[src/rtl/instruction_fetch_if.sv]
// Fetch-unit bus: execute-side control, ROM port and presented instruction.
interface instruction_fetch_if #(
   parameter int ADDR_WIDTH = 16
);
   logic                  run;
   logic                  step;
   logic                  exec_done;
   logic                  program_counter_increment;
   logic                  jump_valid;
   logic [ADDR_WIDTH-1:0] jump_target;
   logic [ADDR_WIDTH-1:0] imem_addr;
   logic [15:0]           imem_rdata;
   logic [15:0]           current_instruction;
   logic                  instruction_valid;
   logic [ADDR_WIDTH-1:0] pc;
   logic                  halted;

   // Environment side: drives control and ROM data, observes fetch state.
   modport master (
      output run, step, exec_done, program_counter_increment, jump_valid,
             jump_target, imem_rdata,
      input  imem_addr, current_instruction, instruction_valid, pc, halted
   );

   // Fetch unit side.
   modport slave (
      input  run, step, exec_done, program_counter_increment, jump_valid,
             jump_target, imem_rdata,
      output imem_addr, current_instruction, instruction_valid, pc, halted
   );
endinterface

[src/rtl/instruction_fetch.sv]
// Instruction fetch: owns the PC, reads a synchronous ROM and presents one
// stable instruction at a time until the execute side reports completion.
module instruction_fetch #(
   parameter int                    ADDR_WIDTH = 16,
   parameter logic [ADDR_WIDTH-1:0] RESET_PC   = '0,
   parameter logic [15:0]           HALT_WORD  = 16'hFFFF
) (
   input logic                clock,
   input logic                resetn,
   instruction_fetch_if.slave bus
);

   typedef enum logic [1:0] {FETCH, WAIT, READY, HALT} state_t;

   state_t                state;
   logic [ADDR_WIDTH-1:0] pc_q;
   logic [ADDR_WIDTH-1:0] addr_q;
   logic [15:0]           instr_q;
   logic                  step_q;
   logic                  step_pending;
   logic                  step_rise;
   logic                  advance;
   logic [ADDR_WIDTH-1:0] pc_next;

   assign step_rise = bus.step & ~step_q;
   // Control inputs only matter while an instruction is being presented.
   assign advance   = (state == READY) & bus.exec_done & (bus.run | step_pending);

   // Next PC: jump beats increment; neither means refetch the same word.
   always_comb begin
      pc_next = pc_q;
      if (bus.jump_valid)
         pc_next = bus.jump_target;
      else if (bus.program_counter_increment)
         pc_next = pc_q + ADDR_WIDTH'(1);
   end

   // Fetch sequencer, PC and step queue.
   always_ff @(posedge clock) begin
      if (!resetn) begin
         state        <= FETCH;
         pc_q         <= RESET_PC;
         addr_q       <= RESET_PC;
         instr_q      <= '0;
         step_q       <= 1'b0;
         step_pending <= 1'b0;
      end else begin
         step_q <= bus.step;
         // One queued step at most; an edge landing on the consuming
         // advance re-arms the queue instead of being lost.
         if (state != HALT) begin
            if (advance)
               step_pending <= step_rise;
            else if (step_rise)
               step_pending <= 1'b1;
         end
         case (state)
            FETCH: state <= WAIT;
            WAIT: begin
               instr_q <= bus.imem_rdata;
               state   <= (bus.imem_rdata == HALT_WORD) ? HALT : READY;
            end
            READY: begin
               if (advance) begin
                  pc_q   <= pc_next;
                  addr_q <= pc_next;
                  state  <= FETCH;
               end
            end
            default: state <= HALT;
         endcase
      end
   end

   assign bus.imem_addr           = addr_q;
   assign bus.pc                  = pc_q;
   assign bus.current_instruction = instr_q;
   assign bus.instruction_valid   = (state == READY);
   assign bus.halted              = (state == HALT);

endmodule

[src/flat_wrapper.sv]
// flat-port wrapper written by rule: the top's interface ports become plain ports
module instruction_fetch_flat 
#(
   parameter int                    ADDR_WIDTH = 16,
   parameter logic [ADDR_WIDTH-1:0] RESET_PC   = '0,
   parameter logic [15:0]           HALT_WORD  = 16'hFFFF
)
  (clock, resetn, bus_run, bus_step, bus_exec_done, bus_program_counter_increment, bus_jump_valid, bus_jump_target, bus_imem_rdata, bus_imem_addr, bus_current_instruction, bus_instruction_valid, bus_pc, bus_halted);
  instruction_fetch_if #(.ADDR_WIDTH(ADDR_WIDTH)) bus_i ();
  input logic clock;
  input logic resetn;
  input wire logic [$bits(bus_i.run)-1:0] bus_run;
  input wire logic [$bits(bus_i.step)-1:0] bus_step;
  input wire logic [$bits(bus_i.exec_done)-1:0] bus_exec_done;
  input wire logic [$bits(bus_i.program_counter_increment)-1:0] bus_program_counter_increment;
  input wire logic [$bits(bus_i.jump_valid)-1:0] bus_jump_valid;
  input wire logic [$bits(bus_i.jump_target)-1:0] bus_jump_target;
  input wire logic [$bits(bus_i.imem_rdata)-1:0] bus_imem_rdata;
  output wire logic [$bits(bus_i.imem_addr)-1:0] bus_imem_addr;
  output wire logic [$bits(bus_i.current_instruction)-1:0] bus_current_instruction;
  output wire logic [$bits(bus_i.instruction_valid)-1:0] bus_instruction_valid;
  output wire logic [$bits(bus_i.pc)-1:0] bus_pc;
  output wire logic [$bits(bus_i.halted)-1:0] bus_halted;
  assign bus_i.run = bus_run;
  assign bus_i.step = bus_step;
  assign bus_i.exec_done = bus_exec_done;
  assign bus_i.program_counter_increment = bus_program_counter_increment;
  assign bus_i.jump_valid = bus_jump_valid;
  assign bus_i.jump_target = bus_jump_target;
  assign bus_i.imem_rdata = bus_imem_rdata;
  assign bus_imem_addr = bus_i.imem_addr;
  assign bus_current_instruction = bus_i.current_instruction;
  assign bus_instruction_valid = bus_i.instruction_valid;
  assign bus_pc = bus_i.pc;
  assign bus_halted = bus_i.halted;
  instruction_fetch #(.ADDR_WIDTH(ADDR_WIDTH), .RESET_PC(RESET_PC), .HALT_WORD(HALT_WORD)) u_core (.clock(clock), .resetn(resetn), .bus(bus_i));
endmodule
[config.mk]
export PLATFORM = sky130hd
export DESIGN_NAME = instruction_fetch_flat
export DESIGN_NICKNAME = d
export VERILOG_FILES = /design/src/rtl/instruction_fetch_if.sv /design/src/rtl/instruction_fetch.sv /design/src/flat_wrapper.sv
export SDC_FILE = /design/constraint.sdc
export NUM_CORES = 1
export LEC_CHECK = 0
export BUFFER_PORTS_ARGS = -buffer_cell sky130_fd_sc_hd__buf_2
export CAP_MARGIN = 30
export CORE_MARGIN = 2
export CORE_UTILIZATION = 27
export DETAILED_ROUTE_END_ITERATION = 16
export RECOVER_POWER = 25
export SYNTH_ARGS = -nofsm -noshare
export SYNTH_HDL_FRONTEND = slang
export SYNTH_SLANG_ARGS = --single-unit
[constraint.sdc]
create_clock -name clock -period 2 [get_ports clock]
set_clock_uncertainty 0.05 [all_clocks]
set_input_delay 0.2 -clock clock [delete_from_list [all_inputs] [get_ports clock]]
set_output_delay 0.2 -clock clock [all_outputs]
set_load 0.1 [all_outputs]
# Word level (Yosys, flattened, before mapping)
# Cells that the tools add are included.
# word_totals
out_inout_bits	50
elab_cells	29
inputBits	39
register_bits	36
# classes
reduce_logical	5
mux	7
bitwise	5
n_eq_ne	6
n_addsub	1
# ops
operator	count
$mux 16	2
$add 16x1->16 const B	1
$eq 16x16->1 const B	1
$pmux 2 s3	1
$eq 2x2->1 const B	2
$reduce_bool 2->1	2
$and 1x1->1	3
$mux 1	3
$reduce_and 3->1	1
$eq 2x1->1 const B	1
$logic_not 2->1	1
$mux 2	1
$ne 2x1->1 const B	1
$ne 2x2->1 const B	1
$reduce_and 2->1	1
$not 1->1	1
$or 1x1->1	1

# Depth between registers and ports, before layout
# Gate-level depths: netlist of run 1.
# logic_depth
word_depth	5
mapped_depth	6
mapped_depth_nobuf	5

# Worst setup path after synthesis of run 1
# No wires, ideal clock.
# synth_path
path_kind	reg-to-reg
startpoint	register u_core.pc_q[1], in the netlist u_core.bus.pc[1]
endpoint	register u_core.pc_q[12], in the netlist u_core.bus.pc[12]
setup_slack_ps	-518
required_ps	1881
setup_ps	69
arrival_time_ps	2399
period_less_slack_ps	2518
path_buffers	0
path_stages_with_launch	6
cell_sequence	dfxtp_1 > ha_1 > nand3_1 > or3_1 > o311a_1 > o21ai_1
# synth_between
elab_chain_cells	3
# synth_rtl
item	line_no	rtl
from (decl)	instruction_fetch.sv:16	logic [ADDR_WIDTH-1:0] pc_q;
from (signal assigned)	instruction_fetch.sv:65	pc_q <= pc_next;
$add 16x1->16	instruction_fetch.sv:35	pc_next = pc_q + ADDR_WIDTH'(1);
$mux 16	instruction_fetch.sv:34	else if (bus.program_counter_increment)
$mux 16	instruction_fetch.sv:32	if (bus.jump_valid)
# No other way between the ends. The select of a mux whose other input is x is not followed.
# A chain may end at the register's enable or synchronous reset.

# Final worst setup path of run 1
# layout_path
startpoint	register u_core.state[0]
endpoint	output bus_instruction_valid
# layout_between
elab_chain_cells	1
# layout_rtl
item	line_no	rtl
from (decl)	instruction_fetch.sv:15	state_t state;
from (signal assigned)	instruction_fetch.sv:61	state <= (bus.imem_rdata == HALT_WORD) ? HALT : READY;
$eq 2x2->1	instruction_fetch.sv:78	assign bus.instruction_valid = (state == READY);
to (decl)	flat_wrapper.sv:21	output wire logic [$bits(bus_i.instruction_valid)-1:0] bus_instruction_valid;
# No other way between the ends.

==> results by group, run 1 <==
Route
  • Pre-antenna DRT Iters: 4
  • Post-route antenna net violation count: 0
  • Routed wire length: roughly 5400 um
  • DRT iter0 DRCs: ~150
  • Routed vias/inst: roughly 4.7
  • Vias: approximately 2000
  • DRC: 0
  • Drt wl/cell: about 13 um

Finish
  • Fin cells: around 430
  • Area growth from synthesis to layout: 28.8%
  • Final Instance Area: 2470 um2
  • Fin nets: between 300 and 400
  • Total area of sequential cells: roughly 740 um2
  • Multi-input gate area: roughly 1000 um2
  • Layout filler cell count: between 700 and 800
  • Ant diodes: 0
  • Share of cells above drive strength 1: 34.7%

Timing
  • Fmax: approximately 0.57 GHz
  • Fin crit share: 87.4%
  • Slew Viols, Final: 0
  • Min Tclk post-route: 1750 ps
  • WHS: between 70 and 80 ps
  • Final hold violations: 0
  • Worst slew margin: between 20% and 30%
  • RSZ-0062 raised after global routing: no
  • Endpoints failing setup: 0
  • Worst-margin pin slew: about 1200 ps

Setup path
  • Critical path required time: about 1800 ps
  • Startpoint Class: flip-flop
  • Crit path arrival time: about 1500 ps
  • FF-to-FF setup slack: approximately 320 ps
  • FF-to-FF Start: u_core.bus.pc[5]
  • Reg2reg end: u_core.bus.pc[12]
  • Worst Setup End Kind: primary output
  • Crit-path max FO: 7
  • Depth of the worst register-to-register path: 4
  • WS Path Type: flip-flop to primary output

Floorplan
  • Initial core utilization: between 20% and 30%
  • Core Box Area: ~6800 um2
  • Die height: between 80 and 90 um
  • Die area: 7790 um2
  • # IOs: 89
  • Rows: 30
  • Die W: about 88 um

Global route
  • Antenna violations before repair: 0
  • Global route hottest layer: met2
  • Met3 Use GR: ~4.9%
  • Largest net degree at the start of global routing: 22
  • Gr usage total: between 10% and 20%
  • GR Util met1: about a fifth
  • Vias in the first global route: around 1800
  • First-pass GRT wire length: about 8700 um
  • Overflow after GRT: 0
  • Met2 GRT Util: a little over a fifth

Clocking
  • Setup bufs post-CTS: 0
  • H-tree levels: 2
  • Clock Latency Late Sink: approximately 280 ps
  • TritonCTS clock tree: yes
  • Clock Pin Slew Worst Setup and Hold Paths: 80 ps
  • Clock Path Buffers: 2
  • Clock tree sinks: 36
  • Hold_buf cts: 0
  • Root buffer cell: clkbuf_8
  • CTS Buf Count: 5
  • Gates resized, CTS repair: 0

Yosys
  • Seq cells post-synth: 36
  • Synth area leaders: dfxtp_1 38%, nand2_1 10%, buf_4 6.7%, a21oi_1 5.7%, nand4_1 2.9%
  • Synth Area in XOR/XNOR: 0%
  • Mapped Nets: just under 300
  • Synth Instances: between 200 and 300
  • Synth Area in Simple Gates: ~28%
  • Synth Area in Adders: less than 1%
  • Synth unique cells: a little over 40
  • Yosys warns: 0
  • Yosys top cell by area: dfxtp_1
  • Cell area after synthesis: about 1900 um2
  • Post-synthesis mux area share: under 10%
  • Yosys top cell area share: a little under two fifths
  • Sequential area share after synthesis: 37.6%
  • Post-synthesis compound-gate area fraction: 20.7%
  • Mean cell area of the mapped netlist: 7.55 um2
  • Largest family of logic cells by synthesized area: simple AND/OR/NAND/NOR gates

Power
  • Worst vdd ir: around 0.48 mV
  • Total power draw: approximately 0.0019 W
  • Pleak: roughly 1.1 nW
  • PD cells: ~750 nW/um2

Hold path
  • WHS Endpoint: u_core.step_q
  • Hold Path Stages: 2
  • Worst hold start: bus_step
  • Worst hold path class: primary input to flip-flop

Run
  • Max-cap viol count: 0

Place
  • Routability cong.: 0.890
  • Placed Cells: ~420
  • DP Area: between 2000 and 2500 um2
  • Port bufs: between 80 and 90
  • HPWL after detailed placement: between 4000 and 5000 um

Status
  • Status: completed
==> sequential cells by signal (all words and copies together), names as in the netlist <==
register and count:
u_core.state 2, u_core.bus.current_instruction 16, u_core.step_q 1, u_core.step_pending 1, u_core.bus.pc 16
==> placed cells by master, fill, tap and decap left out, types with 2 or more instances in the layout <==
| cell type | instances |
|---|---|
| clkbuf_2 | 9 |
| a21oi_1 | 22 |
| a21o_1 | 2 |
| nor2_1 | 14 |
| buf_4 | 11 |
| and2_1 | 2 |
| o21ai_0 | 8 |
| o31ai_1 | 3 |
| dfxtp_1 | 24 |
| nand2b_1 | 3 |
| or3_1 | 4 |
| nand3_1 | 8 |
| nand4_1 | 9 |
| nor2b_1 | 3 |
| a211oi_1 | 2 |
| clkbuf_8 | 5 |
| a31oi_1 | 6 |
| nand2_1 | 53 |
| clkbuf_1 | 6 |
| a22oi_1 | 2 |
| clkinv_2 | 2 |
| inv_1 | 7 |
| o21a_1 | 3 |
| mux2i_1 | 4 |
| nor3_1 | 8 |
| o22ai_1 | 2 |
| nor4_1 | 7 |
| dfxtp_2 | 12 |
| o311a_1 | 2 |
| buf_2 | 73 |
==> metal layers <==
metal  up-vias  routed length, um
met5         -                  0
met4         0                 16
met3         2                495
met2        81               2370
met1       893               2540
li1       1042                  -
==> logic make-up (layout without fill, tap and decap cells) <==
family,after synthesis,after routing
AND/OR/NAND/NOR,114,114
AO/OA/AOI/OAI,62,62
buffers and inverters,37,114
flip-flops,36,36
multiplexers,4,4
adder cells (fa/ha/maj),1,1
==> critical path, stage by stage (launching register included) <==
cell      delay [ps]
dfxtp_1          340
nand2b_1         150
buf_4            160
inv_1            120
buf_2            450
==> worst max-delay path by stage <==
stage	start	endpoint	cells past startpoint	slack, ps
floorplan	u_core.bus.pc[1]	u_core.bus.pc[12]	5	-110
global placement	u_core.bus.pc[0]	u_core.bus.pc[12]	5	410
detailed placement	u_core.bus.pc[0]	u_core.bus.pc[12]	5	370
CTS	u_core.state[0]	bus_instruction_valid	4	230
global route	u_core.state[0]	bus_instruction_valid	4	170
finish	u_core.state[0]	bus_instruction_valid	4	250
==> report_power, final <==
group | switching (W) | internal, W | leakage (nW)
logic | 0.000447 | 0.000114 | 0.704
registers | 0.0000294 | 0.000757 | 0.299
clock network | 0.000273 | 0.000243 | 0.0479
==> through the flow <==
step	setup TNS, ps	worst slack [ps]	util, %
after floorplan	-105	-105	-
after global placement	0	406	35.0
after detailed placement	0	365	35.0
after CTS	0	227	36.3
after global routing	0	167	36.2
final	0	253	36.2
==> synthesized netlist by cell type <==
master	n
or3_1	4
nor3b_1	1
buf_4	17
nand2_1	53
o41ai_1	1
a41oi_1	1
dfxtp_1	36
o311a_1	2
o21ai_1	2
a21o_1	2
or2b_1	1
a32oi_1	1
o21a_1	3
nand4_1	9
buf_2	2
nand4_2	1
o21ai_0	7
a31o_2	1
o22ai_1	2
a31oi_1	6
mux2i_1	4
o32ai_1	1
nor3_1	8
o31ai_1	3
a21oi_1	22
nor2b_1	3
ha_1	1
buf_6	1
and2_1	2
a311o_1	1
nand3_1	8
o2111a_1	1
a211oi_1	2
inv_1	7
o31a_1	1
nor2_1	14
nor4_1	7
nand2b_1	3
a2bb2oi_1	1
a22oi_1	2
clkbuf_1	10
==> layout make-up <==
cell class	count	share of cell area (%)
clock buffer	5	2.79
multi-input combinational	181	39.9
sequential	36	29.8
tap	96	4.86
timing repair buffer	99	20.9
clock inverter	3	0.760
inverter	7	1.06
Power figures use the tool's default switching activity.
==> run 2, diff against run 1 <==
GPL_TIMING_DRIVEN = 0   (was default)
RECOVER_POWER = 100   (was 25)
SKIP_LAST_GASP = 1   (was default)
==> run 2 against run 1 <==
Register-to-register slack lost 170 ps. Flip-flop and latch count is the same. Power grew 2.7%. Combinational power grew 2%.
==> results by group, run 2 (synthesis gave the netlist of run 1 again) <==
Setup path
  • Depth of the worst register-to-register path: 5 (+1)
  • Reg2reg end: u_core.bus.pc[12]
  • Slowest stage cell, crit path: dfxtp_2
  • Slowest Stage Delay on Critical Path: 400 ps (-50 ps)
  • Critical path required time: 2160 ps (+410 ps)
  • Startpoint Class: flip-flop
  • Worst Setup End Kind: flip-flop
  • Crit path arrival time: 2020 ps (+520 ps)
  • WS Path Type: flip-flop to flip-flop
  • Crit-path cells: ha_1 > nand3_2 > or3_1 > o311a_1 > o21ai_0
  • FF-to-FF setup slack: 150 ps (-170 ps)
  • FF-to-FF Start: u_core.bus.pc[0]
  • Crit-path max FO: 9 (+2)

Route
  • Vias: 2132 (+5.6%)
  • Pre-antenna DRT Iters: 5 (+1)
  • Routed wire length: 5710 um (+5.2%)
  • Post-route antenna net violation count: 0 (unchanged)
  • Routed vias/inst: 4.79 (+1.4%)
  • Drt wl/cell: 12.8 um (+0.96%)
  • DRT iter0 DRCs: 92 (-39%)
  • DRC: 0 (unchanged)

Timing
  • Final hold violations: 0 (unchanged)
  • Worst slew margin: 22.4% (+0.51 points)
  • WHS: 71.3 ps (-5.67 ps)
  • RSZ-0062 raised after global routing: no
  • Endpoints failing setup: 0 (unchanged)
  • Setup Total Neg Slack: 0 ps (unchanged)
  • Fin crit share: 92.7% (+5.3 points)
  • Min Tclk post-route: 1850 ps (+107 ps)
  • Slew Viols, Final: 0 (unchanged)
  • Fmax: 0.539 GHz (-5.8%)
  • Final WS setup: 146 ps (-107 ps)
  • Worst-margin pin slew: 1170 ps (-7.70 ps)

Power
  • Sw Share: 39.6% (-0.60 points)
  • Switching power: 0.000757 W (+1.1%)
  • Int Pwr: 0.00116 W (+3.7%)
  • Pleak: 1.08 nW (+2.3%)
  • Worst vdd ir: 0.457 mV (-5.6%)
  • Sequential Power Share: 41.2% (-1.0 points)
  • Clock share of power: 29.0% (+1.3 points)
  • PD cells: 740 nW/um2 (-1.9%)
  • Logic pwr share: 29.7% (-0.4 points)

Place
  • HPWL after detailed placement: 4300 um (+6.2%)
  • Port bufs: 87 (-1.1%)
  • Routability cong.: 0.819 (-7.9%)
  • Pre-CTS WS: 34.8 ps (-330 ps)
  • Placed Cells: 437 (+4.3%)

Global route
  • Met2 GRT Util: 23.6% (+1.8 points)
  • Antenna violations before repair: 0 (unchanged)
  • Met3 Use GR: 4.76% (-0.093 points)
  • First-pass GRT wire length: 9110 um (+5.2%)
  • Vias in the first global route: 1942 (+6.3%)
  • Global route hottest layer: met2
  • Gr usage total: 14.8% (+0.87 points)
  • Largest net degree at the start of global routing: 12 (-45%)
  • Overflow after GRT: 0 (unchanged)
  • GR Util met1: 19.1% (+0.41 points)

Clocking
  • Setup bufs post-CTS: 0 (unchanged)
  • Root buffer cell: clkbuf_8
  • H-tree levels: 2 (unchanged)
  • Gates resized, CTS repair: 0 (unchanged)
  • Clock Pin Slew Worst Setup and Hold Paths: 80 ps (about the same)
  • Hold_buf cts: 0 (unchanged)
  • Clock Path Buffers: 2 (unchanged)
  • Clock tree sinks: 36 (unchanged)
  • CTS Buf Count: 5 (unchanged)
  • Clock Latency Late Sink: 290 ps (about the same)
  • TritonCTS clock tree: yes

Finish
  • Fin cells: 445 (+4.2%)
  • Fin nets: 388 (+4.9%)
  • Commonest non-fill, non-tap cell in the layout: nand2_1
  • Layout filler cell count: 780 (-2.0%)
  • Area growth from synthesis to layout: 34.7%
  • Share of cells above drive strength 1: 35.2% (+0.50 points)
  • Multi-input gate area: 995 um2 (+1.0%)
  • Total area of sequential cells: 734 um2 (-0.17%)
  • Ant diodes: 0 (unchanged)
  • Most frequent cells in the layout: 53 x nand2_1, 45 x clkbuf_2, 38 x buf_2

Floorplan
  • Core Box Area: 6830 um2 (unchanged)
  • Die height: 88.3 um (unchanged)
  • Rows: 30 (unchanged)
  • # IOs: 89 (unchanged)
  • Initial core utilization: 28.1% (unchanged)
  • Die W: 88.3 um (unchanged)
  • Die area: 7790 um2 (unchanged)

Status
  • Status: completed

Hold path
  • Worst hold path class: primary input to flip-flop
  • WHS Endpoint: u_core.step_q
  • Worst hold start: bus_step
  • Hold Path Stages: 2 (unchanged)

Run
  • Max-cap viol count: 0 (unchanged)
==> run 2: cell count changes in the layout (fill, tap and decap cells not counted), sizes merged <==
cell,change
buf,-27
clkbuf,+47
clkinvlp,+1
clkinv,-3
==> run 2: cell type report <==
class / instances / area share, %
Timing Repair Buffer: 87 / 16.6
Buffer: 30 / 7.22
Inverter: 7 / 1.02
Multi-Input combinational cell: 181 / 38.5
Clock inverter: 1 / 0.291
Sequential cell: 36 / 28.4
Tap cell: 96 / 4.65
Clock buffer: 7 / 3.34
==> run 2: through the flow <==
stage	utilization, %	power, W	instance area (um2)
after floorplan	-	0.00125	1930
after global placement	36.4	0.00137	2490
after detailed placement	36.4	0.00138	2490
after CTS	37.8	0.00194	2580
after global routing	37.8	0.00201	2580
final	37.8	0.00191	2580
==> run 2: critical path, delay by kind of cell, from the launching register on <==
family	cells	cell delay [ps]
DFF	1	400
and+or+nand+nor	2	610
adders and majority gates	1	220
AOI/OAI and AO/OA	2	490
==> run 2: how the worst max path moves through the flow <==
stage                           startpoint                end  slack, ps
after CTS                  u_core.state[0]   u_core.bus.pc[0]         80
final                     u_core.bus.pc[0]  u_core.bus.pc[12]        150
after floorplan           u_core.bus.pc[1]  u_core.bus.pc[12]       -110
after detailed placement    bus_jump_valid   u_core.bus.pc[0]         30
after global placement      bus_jump_valid   u_core.bus.pc[0]         -6
after global routing      u_core.bus.pc[0]  u_core.bus.pc[12]         50
==> run 2: power by group through the flow <==
stage               logic, W  registers [W]  clock network, W
global route        0.000605       0.000794          0.000614
floorplan           0.000219        0.00103                 0
CTS                 0.000574       0.000787          0.000579
finish              0.000569       0.000788          0.000555
detailed placement  0.000573       0.000803                 0
global placement    0.000573       0.000802                 0
==> run 2: metal layers <==
| layer | part of all wire [%] | vias to the layer above | wire, um |
|---|---|---|---|
| met5 | 0 | - | 0 |
| met4 | 0.93 | 0 | 53 |
| met3 | 8.9 | 8 | 508 |
| met2 | 45 | 89 | 2550 |
| met1 | 45 | 954 | 2600 |
| li1 | - | 1081 | - |
